$ cat src/rtl/xbus_arbiter.sv
`default_nettype none
// xbus_arbiter -- round-robin NUM_MASTERS-to-one X-bus arbiter with per-cycle grant lock, rev 1.0
// Optional bus-timeout watchdog is built when XBUS_ARB_TIMEOUT_EN is defined.
module xbus_arbiter #(
  parameter int NUM_MASTERS    = 2,
  parameter int ADDR_W         = 64,
  parameter int DATA_W         = 64,
  parameter int TIMEOUT_CYCLES = 255
) (
  input  logic                          clk_i,
  input  logic                          reset_i,
  input  logic [NUM_MASTERS*DATA_W-1:0] mdat_i,
  input  logic [NUM_MASTERS*ADDR_W-1:0] madr_i,
  input  logic [NUM_MASTERS-1:0]        mwe_i,
  input  logic [NUM_MASTERS-1:0]        mcyc_i,
  input  logic [NUM_MASTERS-1:0]        mstb_i,
  input  logic [NUM_MASTERS*2-1:0]      msiz_i,
  input  logic [NUM_MASTERS-1:0]        msigned_i,
  output logic [NUM_MASTERS-1:0]        mack_o,
  output logic [NUM_MASTERS-1:0]        merr_o,
  output logic [DATA_W-1:0]             mdat_o,
  output logic [NUM_MASTERS-1:0]        gnt_o,
  output logic [DATA_W-1:0]             xdat_o,
  output logic [ADDR_W-1:0]             xadr_o,
  output logic                          xwe_o,
  output logic                          xcyc_o,
  output logic                          xstb_o,
  output logic [1:0]                    xsiz_o,
  output logic                          xsigned_o,
  input  logic                          xack_i,
  input  logic [DATA_W-1:0]             xdat_i
);

  localparam int IDX_W = $clog2(NUM_MASTERS);

  logic [NUM_MASTERS-1:0] gnt;
  logic [NUM_MASTERS-1:0] gnt_next;
  logic [IDX_W-1:0]       last;
  logic [IDX_W-1:0]       last_next;
  logic                   arb_en;

  // Re-arbitrate when idle or when the owner has released its cycle.
  always_comb begin : arbitrate
    logic found;
    int   cand;
    found     = 1'b0;
    cand      = 0;
    gnt_next  = gnt;
    last_next = last;
    arb_en    = (gnt == '0) || ((gnt & mcyc_i) == '0);
    if (arb_en) begin
      gnt_next = '0;
      for (int i = 1; i <= NUM_MASTERS; i++) begin
        cand = (int'(last) + i) % NUM_MASTERS;
        if (!found && mcyc_i[cand]) begin
          found           = 1'b1;
          gnt_next        = '0;
          gnt_next[cand]  = 1'b1;
          last_next       = IDX_W'(cand);
        end
      end
    end
  end

  always_ff @(posedge clk_i or negedge reset_i) begin
    if (!reset_i) begin
      gnt  <= '0;
      last <= IDX_W'(NUM_MASTERS - 1);
    end else begin
      gnt  <= gnt_next;
      last <= last_next;
    end
  end

  // One-hot select of the owner's request slice; everything is zero while idle.
  always_comb begin : bus_mux
    xdat_o    = '0;
    xadr_o    = '0;
    xwe_o     = 1'b0;
    xcyc_o    = 1'b0;
    xstb_o    = 1'b0;
    xsiz_o    = 2'b00;
    xsigned_o = 1'b0;
    for (int k = 0; k < NUM_MASTERS; k++) begin
      if (gnt[k]) begin
        xdat_o    = mdat_i[k*DATA_W +: DATA_W];
        xadr_o    = madr_i[k*ADDR_W +: ADDR_W];
        xwe_o     = mwe_i[k];
        xcyc_o    = mcyc_i[k];
        xstb_o    = mstb_i[k];
        xsiz_o    = msiz_i[k*2 +: 2];
        xsigned_o = msigned_i[k];
      end
    end
  end

`ifdef XBUS_ARB_TIMEOUT_EN
  localparam int CNT_W = 16;

  logic [CNT_W-1:0] tmo_cnt;
  logic             tmo_hit;

  assign tmo_hit = (tmo_cnt == CNT_W'(TIMEOUT_CYCLES));

  // A hit reports for exactly one cycle, then the count restarts.
  always_ff @(posedge clk_i or negedge reset_i) begin
    if (!reset_i) begin
      tmo_cnt <= '0;
    end else if ((gnt_next != gnt) || tmo_hit || !xstb_o || xack_i) begin
      tmo_cnt <= '0;
    end else begin
      tmo_cnt <= tmo_cnt + CNT_W'(1);
    end
  end

  assign merr_o = (tmo_hit && !xack_i) ? gnt : '0;
`else
  assign merr_o = '0;
`endif

  assign mack_o = {NUM_MASTERS{xack_i}} & gnt & ~merr_o;
  assign mdat_o = xdat_i;
  assign gnt_o  = gnt;

endmodule
`default_nettype wire

$ cat config.mk
export PLATFORM = sky130hd
export DESIGN_NAME = xbus_arbiter
export DESIGN_NICKNAME = d
export VERILOG_FILES = /design/src/rtl/xbus_arbiter.sv
export SDC_FILE = /design/constraint.sdc
export NUM_CORES = 1
export LEC_CHECK = 0
export ABC_AREA = 1
export CORE_AREA = 2 2 209 211
export CTS_CLUSTER_SIZE = 40
export DETAILED_ROUTE_END_ITERATION = 8
export DIE_AREA = 0 0 211 213
export GPL_TIMING_DRIVEN = 0
export HOLD_SLACK_MARGIN = 0.06
export SLEW_MARGIN = 20
export SYNTH_ARGS = -nofsm -noshare
export SYNTH_HDL_FRONTEND = slang
export SYNTH_SLANG_ARGS = --single-unit
export TNS_END_PERCENT = 50
$ cat constraint.sdc
create_clock -name clk_i -period 2.45 [get_ports clk_i]
set_input_delay 0.735 -clock clk_i [delete_from_list [all_inputs] [get_ports clk_i]]
set_output_delay 0.735 -clock clk_i [all_outputs]
set_load 0.02 [all_outputs]
==> results of run 1 <==
## metrics by stage
stage               TNS (ps)  instance area [um^2]  setup slack (ps)  instances  total power [uW]
floorplan                  0                  2575             420.3        539              1942
global placement      -51530                  7983            -572.2       1557              4095
detailed placement    -51580                  7983            -624.0       1557              4107
CTS                   -311.7                  8149            -200.7       1563              4254
global route               0                  7864            0.2606       1563              4379
finish                -3.734                  7864            -3.734       1563              4085
## logic make-up (layout without fill, tap and decap cells)
kind of cell           Yosys count  after routing  synth area share, %
and+or+nand+nor                413            413                66.91
buffers and inverters          117            595                29.20
AOI/OAI and AO/OA                4              4               0.7782
DFF                              3              3                2.969
other                            1              2               0.1458
## layer usage
| metal | share of wire, % | up-vias | wire, um | global-route usage, % |
|---|---|---|---|---|
| met5 | 0 | - | 0 | 0 |
| met4 | 3.5 | 0 | 789 | 3.424 |
| met3 | 8.2 | 30 | 1829 | 1.736 |
| met2 | 50 | 341 | 11110 | 16.18 |
| met1 | 38 | 2280 | 8544 | 10.02 |
| li1 | - | 2596 | - | - |
## placed cells by master, fill, tap and decap left out, types with 3 or more instances in the layout
| cell | instances |
|---|---|
| sky130_fd_sc_hd__buf_4 | 86 |
| sky130_fd_sc_hd__inv_1 | 6 |
| sky130_fd_sc_hd__clkbuf_16 | 3 |
| sky130_fd_sc_hd__a21oi_1 | 3 |
| sky130_fd_sc_hd__nand3_1 | 134 |
| sky130_fd_sc_hd__dlygate4sd2_1 | 22 |
| sky130_fd_sc_hd__clkdlybuf4s15_1 | 27 |
| sky130_fd_sc_hd__nand2_1 | 275 |
| sky130_fd_sc_hd__clkdlybuf4s15_2 | 10 |
| sky130_fd_sc_hd__clkdlybuf4s50_1 | 335 |
| sky130_fd_sc_hd__buf_2 | 64 |
| sky130_fd_sc_hd__clkbuf_2 | 20 |
| sky130_fd_sc_hd__buf_12 | 3 |
| sky130_fd_sc_hd__buf_8 | 4 |
| sky130_fd_sc_hd__clkbuf_4 | 7 |
| sky130_fd_sc_hd__buf_6 | 4 |
## area by class of cell
class                   count  share of cell area, %
multi-input cells         419                  22.29
flip-flops and latches      3                 0.9865
clock buffers               4                  1.002
well taps                 546                  8.687
repair buffers            474                  55.59
plain buffers             110                  11.01
inverters                   7                 0.4296
## registers in the layout, summed over array words and instances (netlist names)
register  cells
last          1
gnt_o         2
## worst min path at each step
stage / start / end / slack [ps] / cells past startpoint
CTS: last$_DFFE_PN1P_ / last$_DFFE_PN1P_ / 470 / 2
detailed placement: last$_DFFE_PN1P_ / last$_DFFE_PN1P_ / 470 / 2
floorplan: reset_i / gnt_o[0]$_DFFE_PN0P_ / 440 / 0
global route: last$_DFFE_PN1P_ / last$_DFFE_PN1P_ / 510 / 2
finish: last$_DFFE_PN1P_ / last$_DFFE_PN1P_ / 470 / 2
global placement: last$_DFFE_PN1P_ / last$_DFFE_PN1P_ / 460 / 2
## timing repair
| action | in CTS | in global routing |
|---|---|---|
| hold buffers | 0 | 0 |
| setup endpoints to repair | 136 | 97 |
| gates resized for setup | 353 | 108 |
| pin swaps | 0 | 0 |
| cloned | 0 | 0 |
| buffers inserted | 2 | 0 |
## power groups by stage
stage               registers [uW]  clock network (uW)  logic [uW]
floorplan                     95.4                   0        1850
global placement              90.1                   0        4000
detailed placement            90.2                   0        4020
CTS                           98.5                 264        3890
global route                   101                 268        4010
finish                        97.5                 258        3730
## critical path, cell delays in order
cell                              delay [ps]
sky130_fd_sc_hd__clkdlybuf4s50_1         500
sky130_fd_sc_hd__nand3_1                 110
sky130_fd_sc_hd__nand2_1                  80
sky130_fd_sc_hd__clkdlybuf4s15_1         290
==> insert_results.sql, run 1 <==
INSERT INTO impl_metrics (metric_group, metric, value, unit) VALUES
('outcome', 'run_status', 'complete, but fails checks', ''),
('outcome', 'failed_checks', 'negative setup slack', ''),
('detailed_routing', 'route.vias.total', '5247', ''),
('detailed_routing', 'detailedRoute.firstIterationViolations', '125', ''),
('sta', 'finalSetupViolCount', '1', ''),
('layout', 'seq_area', '77.57', 'um^2'),
('layout', 'area.growth.synth_to_final', '205.8', '%'),
('detailed_routing', 'wire_per_inst', '14.25', 'um'),
('setup_path', 'worst_setup_path_endpoint', 'xadr_o[59]', ''),
('synth', 'postSynth.topFlopCell', 'sky130_fd_sc_hd__dfrtp_1', ''),
('synth', 'synthTopCellsByArea', 'sky130_fd_sc_hd__nand2_1 (40%), sky130_fd_sc_hd__nand3_1 (26%), sky130_fd_sc_hd__buf_4 (21%)', ''),
('sta', 'final-max-slew-violation-count', '0', ''),
('synth', 'syn-mean-instance-area', '4.779', 'um^2'),
('floorplanning', 'floorplan.initialDensity', '6.022', '%'),
('synth', 'area_of_the_mapped_netlist', '2571', 'um^2'),
('synth', 'synth.cells.most_frequent', 'sky130_fd_sc_hd__nand2_1 (277), sky130_fd_sc_hd__nand3_1 (134), sky130_fd_sc_hd__buf_4 (73)', ''),
('sta', 'post-route-worst-setup-slack', '-3.734', 'ps'),
('pwr', 'clkPwrFrac', '6.3', '%'),
('sta', 'post-route-min-period', '2454', 'ps'),
('pwr', 'powerDensity', '519.5', 'nW/um^2'),
('detailed_routing', 'totalWireLength', '22270', 'um'),
('layout', 'multi_input_comb_area', '1753', 'um^2'),
('synth', 'synth_most_common_cell', 'sky130_fd_sc_hd__nand2_1', ''),
('floorplanning', 'num_rows', '76', ''),
('synth', 'ys_ff_latch', '3', ''),
('layout', 'design.final.nets', '1353', ''),
('setup_path', 'worstRegToRegCells', '4', ''),
('grt', 'overflow', '0', ''),
('detailed_routing', 'post_drt_via_cell_ratio', '3.357', ''),
('layout', 'n_fill_cell', '4874', ''),
('synth', 'synthArstFlopShare', '100.0', '%'),
('setup_path', 'setup.worst_path.start_class', 'input pin', ''),
('floorplanning', 'area_of_the_core', '42700', 'um^2'),
('pwr', 'p_leak', '0.003831', 'uW'),
('layout', 'final_layout_size_suffix_gt1_share', '20.26', '%'),
('worst_hold_path', 'hp-class', 'register to register', ''),
('floorplanning', 'io_pins', '539', ''),
('floorplanning', 'die_area', '44940', 'um^2'),
('detailed_routing', 'ant_nets', '0', ''),
('layout', 'antenna_cells_inserted', '0', ''),
('setup_path', 'regToRegStartpoint', 'gnt_o[0]$_DFFE_PN0P_', ''),
('synth', 'synth.lib_cells_used.distinct', '14', ''),
('synth', 'yosysTopAreaCellShare', '40.44', '%'),
('floorplanning', 'dieWidth', '211', 'um'),
('setup_path', 'critical_path.startpoint', 'madr_i[59]', ''),
('pwr', 'total_switching_power', '2268', 'uW'),
('synth', 'yosysWarningCount', '0', ''),
('sta', 'final_worst_path_cycle_share', '100.2', '%'),
('detailed_routing', 'remaining_drc_errors', '0', ''),
('placement', 'io_buffer_count', '472', ''),
('sta', 'clock-skew-final', '1.353', 'ps'),
('clock_network', 'tritoncts.num_buffers', '3', ''),
('clock_network', 'h-tree-depth', '1', ''),
('grt', 'via_count_of_the_first_global_routing_pass', '5142', ''),
('clock_network', 'clockRootBuffer', 'sky130_fd_sc_hd__clkbuf_16', ''),
('layout', 'final_core_util', '18.42', '%'),
('detailed_routing', '1st_pass_router_iterations', '4', ''),
('setup_path', 'cp_data_required_time', '1710', 'ps'),
('sta', 'fmax', '407.5', 'MHz'),
('clock_network', 'cts_max_path_buffers', '2', ''),
('synth', 'post-synth-top-area-cell', 'sky130_fd_sc_hd__nand2_1', ''),
('synth', 'seq_area_frac_synth', '2.968', '%'),
('pwr', 'worst_ir_drop_vdd', '298.1', 'uV'),
('sta', 'worst_hold_slack', '474.1', 'ps'),
('setup_path', 'crit_fanout', '1', ''),
('sta', 'rsz_0062_raised_after_global_routing', 'no', ''),
('synth', 'synth_edf_count', '0', ''),
('setup_path', 'cp.arrival', '1720', 'ps'),
('placement', 'dpl.hpwl', '19570', 'um'),
('placement', 'finalWeightedCongestion', '0.8378', ''),
('grt', 'grt_start_max_net_pins', '11', '');
Power figures use the tool's default switching activity.
==> run 2, diff against run 1 <==
--- a/config.mk
+++ b/config.mk
@@ -12,6 +12,7 @@
 export DIE_AREA = 0 0 211 213
 export GPL_TIMING_DRIVEN = 0
 export HOLD_SLACK_MARGIN = 0.06
+export REMOVE_ABC_BUFFERS = 1
 export SLEW_MARGIN = 20
 export SYNTH_ARGS = -nofsm -noshare
 export SYNTH_HDL_FRONTEND = slang
==> insert_results.sql, run 2 (same netlist as run 1, synthesis figures left out) <==
INSERT INTO impl_metrics (metric_group, metric, value, unit) VALUES
('clock_network', 'cts_max_path_buffers', '2', ''),
('sta', 'clock-skew-final', '0.08950', 'ps'),
('placement', 'numPlacedInstances', '1387', ''),
('layout', 'area.growth.synth_to_final', '166.6', '%'),
('placement', 'io_buffer_count', '408', ''),
('clock_network', 'tritoncts', 'yes', ''),
('pwr', 'total_switching_power', '2156', 'uW'),
('grt', 'antenna_found_initial', '0', ''),
('grt', 'groute.usage.overall', '10.50', '%'),
('layout', 'final_layout_size_suffix_gt1_share', '11.51', '%'),
('detailed_routing', 'ant_nets', '0', ''),
('placement', 'finalWeightedCongestion', '0.7087', ''),
('worst_hold_path', 'hp-class', 'register to register', ''),
('worst_hold_path', 'min_path_cells', '2', ''),
('layout', 'n_fill_cell', '4931', ''),
('layout', 'seq_area', '83.83', 'um^2'),
('pwr', 'power_switching_share', '55.37', '%'),
('detailed_routing', 'detailedRoute.firstIterationViolations', '230', ''),
('floorplanning', 'die_h', '213', 'um'),
('layout', 'multi_input_comb_area', '1764', 'um^2'),
('clock_network', 'insertion_delay', '220', 'ps'),
('floorplanning', 'floorplan.initialDensity', '6.022', '%'),
('sta', 'timing.setup.tns', '0', 'ps'),
('pwr', 'power_report.internal_total', '1738', 'uW'),
('clock_network', 'tritoncts.num_buffers', '3', ''),
('pwr', 'sequentialPowerShare', '3.1', '%'),
('setup_path', 'cp.arrival', '1710', 'ps'),
('clock_network', 'cts-hold-fix-buffers', '0', ''),
('sta', 'finalSetupViolCount', '0', ''),
('clock_network', 'clkSlewWorstSetupHoldPaths', '30', 'ps'),
('pwr', 'powerDensity', '568.2', 'nW/um^2'),
('placement', 'dp_slack', '-662.2', 'ps'),
('pwr', 'p_leak', '0.003244', 'uW'),
('sta', 'rsz_0062_raised_after_global_routing', 'no', ''),
('placement', 'dpl.hpwl', '19670', 'um'),
('pwr', 'worst_ir_drop_vdd', '427.6', 'uV'),
('detailed_routing', 'remaining_drc_errors', '0', ''),
('grt', 'overflow', '0', ''),
('sta', 'fmax', '409.0', 'MHz'),
('setup_path', 'critPathCaptureType', 'primary output', ''),
('detailed_routing', 'post_drt_via_cell_ratio', '3.468', ''),
('floorplanning', 'num_rows', '76', ''),
('outcome', 'run_status', 'finished, final reports clean', ''),
('flow_run', 'max_cap_violations', '0', ''),
('grt', 'grt_pass1_wl', '33160', 'um'),
('setup_path', 'cp_data_required_time', '1710', 'ps'),
('detailed_routing', 'wire_per_inst', '18.37', 'um'),
('sta', 'final-max-slew-violation-count', '0', ''),
('setup_path', 'critPathKind', 'input pin to primary output', ''),
('floorplanning', 'dieWidth', '211', 'um'),
('clock_network', 'clockRootBuffer', 'sky130_fd_sc_hd__clkbuf_16', ''),
('floorplanning', 'die_area', '44940', 'um^2'),
('setup_path', 'crit_fanout', '1', ''),
('placement', 'dpl_cell_area', '6740', 'um^2'),
('layout', 'number_of_flip_flops_under_the_largest_register_name', '2', ''),
('clock_network', 'clock-sinks', '3', ''),
('detailed_routing', 'totalWireLength', '25830', 'um'),
('sta', 'post-route-min-period', '2445', 'ps'),
('sta', 'final_worst_path_cycle_share', '99.80', '%'),
('layout', 'layout_commonest_cell', 'sky130_fd_sc_hd__nand2_1', ''),
('layout', 'stdcell_area', '6854', 'um^2'),
('grt', 'grt_start_max_net_pins', '72', ''),
('floorplanning', 'io_pins', '539', ''),
('sta', 'post-route-worst-setup-slack', '4.956', 'ps'),
('pwr', 'combPwrFrac', '90.4', '%'),
('detailed_routing', '1st_pass_router_iterations', '4', ''),
('layout', 'antenna_cells_inserted', '0', ''),
('setup_path', 'setup.worst_path.start_class', 'input pin', ''),
('setup_path', 'worstRegToRegCells', '6', ''),
('layout', 'design.final.nets', '1196', ''),
('layout', 'final_cell_mix', 'sky130_fd_sc_hd__nand2_1 (274), sky130_fd_sc_hd__clkdlybuf4s50_1 (268), sky130_fd_sc_hd__nand3_1 (133)', ''),
('detailed_routing', 'route.vias.total', '4876', ''),
('clock_network', 'h-tree-depth', '1', ''),
('floorplanning', 'area_of_the_core', '42700', 'um^2'),
('sta', 'timing.final.hold_violations', '0', ''),
('pwr', 'clkPwrFrac', '6.6', '%'),
('grt', 'via_count_of_the_first_global_routing_pass', '4632', ''),
('layout', 'finish.cell_count_without_fillers', '1406', '');
-- run 2: cell types whose count changed in the layout (fill, tap and decap cells not counted), moves of 2 or more --
cell	before	now
sky130_fd_sc_hd__buf_16	0	9
sky130_fd_sc_hd__clkdlybuf4s50_1	335	268
sky130_fd_sc_hd__clkbuf_4	7	0
sky130_fd_sc_hd__dfrtp_4	0	2
sky130_fd_sc_hd__dlygate4sd2_1	22	38
sky130_fd_sc_hd__clkdlybuf4s15_1	27	32
sky130_fd_sc_hd__buf_2	64	30
sky130_fd_sc_hd__clkbuf_2	20	23
sky130_fd_sc_hd__buf_6	4	0
sky130_fd_sc_hd__clkdlybuf4s15_2	10	14
sky130_fd_sc_hd__buf_4	86	4
sky130_fd_sc_hd__buf_8	4	0
-- run 2: through the flow --
step | power, uW | hold slack (ps) | utilization [%]
2_1_floorplan | 1698 | 439.4 | -
3_3_place_gp | 3602 | 459.7 | 15.50
3_5_place_dp | 3605 | 458.7 | 15.79
4_1_cts | 4017 | 463.5 | 16.48
5_1_grt | 4164 | 485.3 | 16.05
6_report | 3894 | 464.1 | 16.05
-- run 2: routing by layer --
layer | track usage [%] | share of wire [%] | up-vias
met4 | 1.748 | 1.6 | 8
met5 | 7.453 | 2.0 | -
met3 | 9.090 | 18 | 22
li1 | - | - | 2284
met2 | 16.11 | 42 | 419
met1 | 10.40 | 36 | 2143
-- run 2: power by group through the flow --
stage	clock, uW	sequential [uW]	combinational, uW
after CTS	260	122	3640
after global placement	0	460	3140
after detailed placement	0	227	3380
after global routing	266	126	3770
final	256	119	3520
after floorplan	0	325	1370
-- run 2: path summary, 6_finish.rpt --
path,from,end,slack [ps]
hold reg to reg,last$_DFFE_PN1P_,last$_DFFE_PN1P_,460
setup / recovery,madr_i[7],xadr_o[7],5
hold / removal,last$_DFFE_PN1P_,last$_DFFE_PN1P_,460
setup reg to reg,gnt_o[1]$_DFFE_PN0P_,gnt_o[0]$_DFFE_PN0P_,1070
max in group asynchronous,reset_i,last$_DFFE_PN1P_,1540
min in group asynchronous,reset_i,gnt_o[0]$_DFFE_PN0P_,700
-- run 2: layout make-up --
type,instances,share of cell area (%)
repair inverters,2,0.4016
multi-input cells,419,25.74
repair buffers,425,60.90
flip-flops and latches,3,1.223
well taps,546,9.967
clock buffers,4,1.150
inverters,7,0.6207
-- run 2: timing repair --
item	in CTS	in global routing
buffers inserted	9	0
hold endpoints to repair	0	0
cloned	6	0
setup endpoints to repair	138	77
gates resized for setup	278	85
-- run 2: worst max-delay path, stage by stage --
cell and delay, ps:
sky130_fd_sc_hd__clkdlybuf4s50_1 480, sky130_fd_sc_hd__nand3_1 90, sky130_fd_sc_hd__nand2_1 70, sky130_fd_sc_hd__dlygate4sd2_1 340
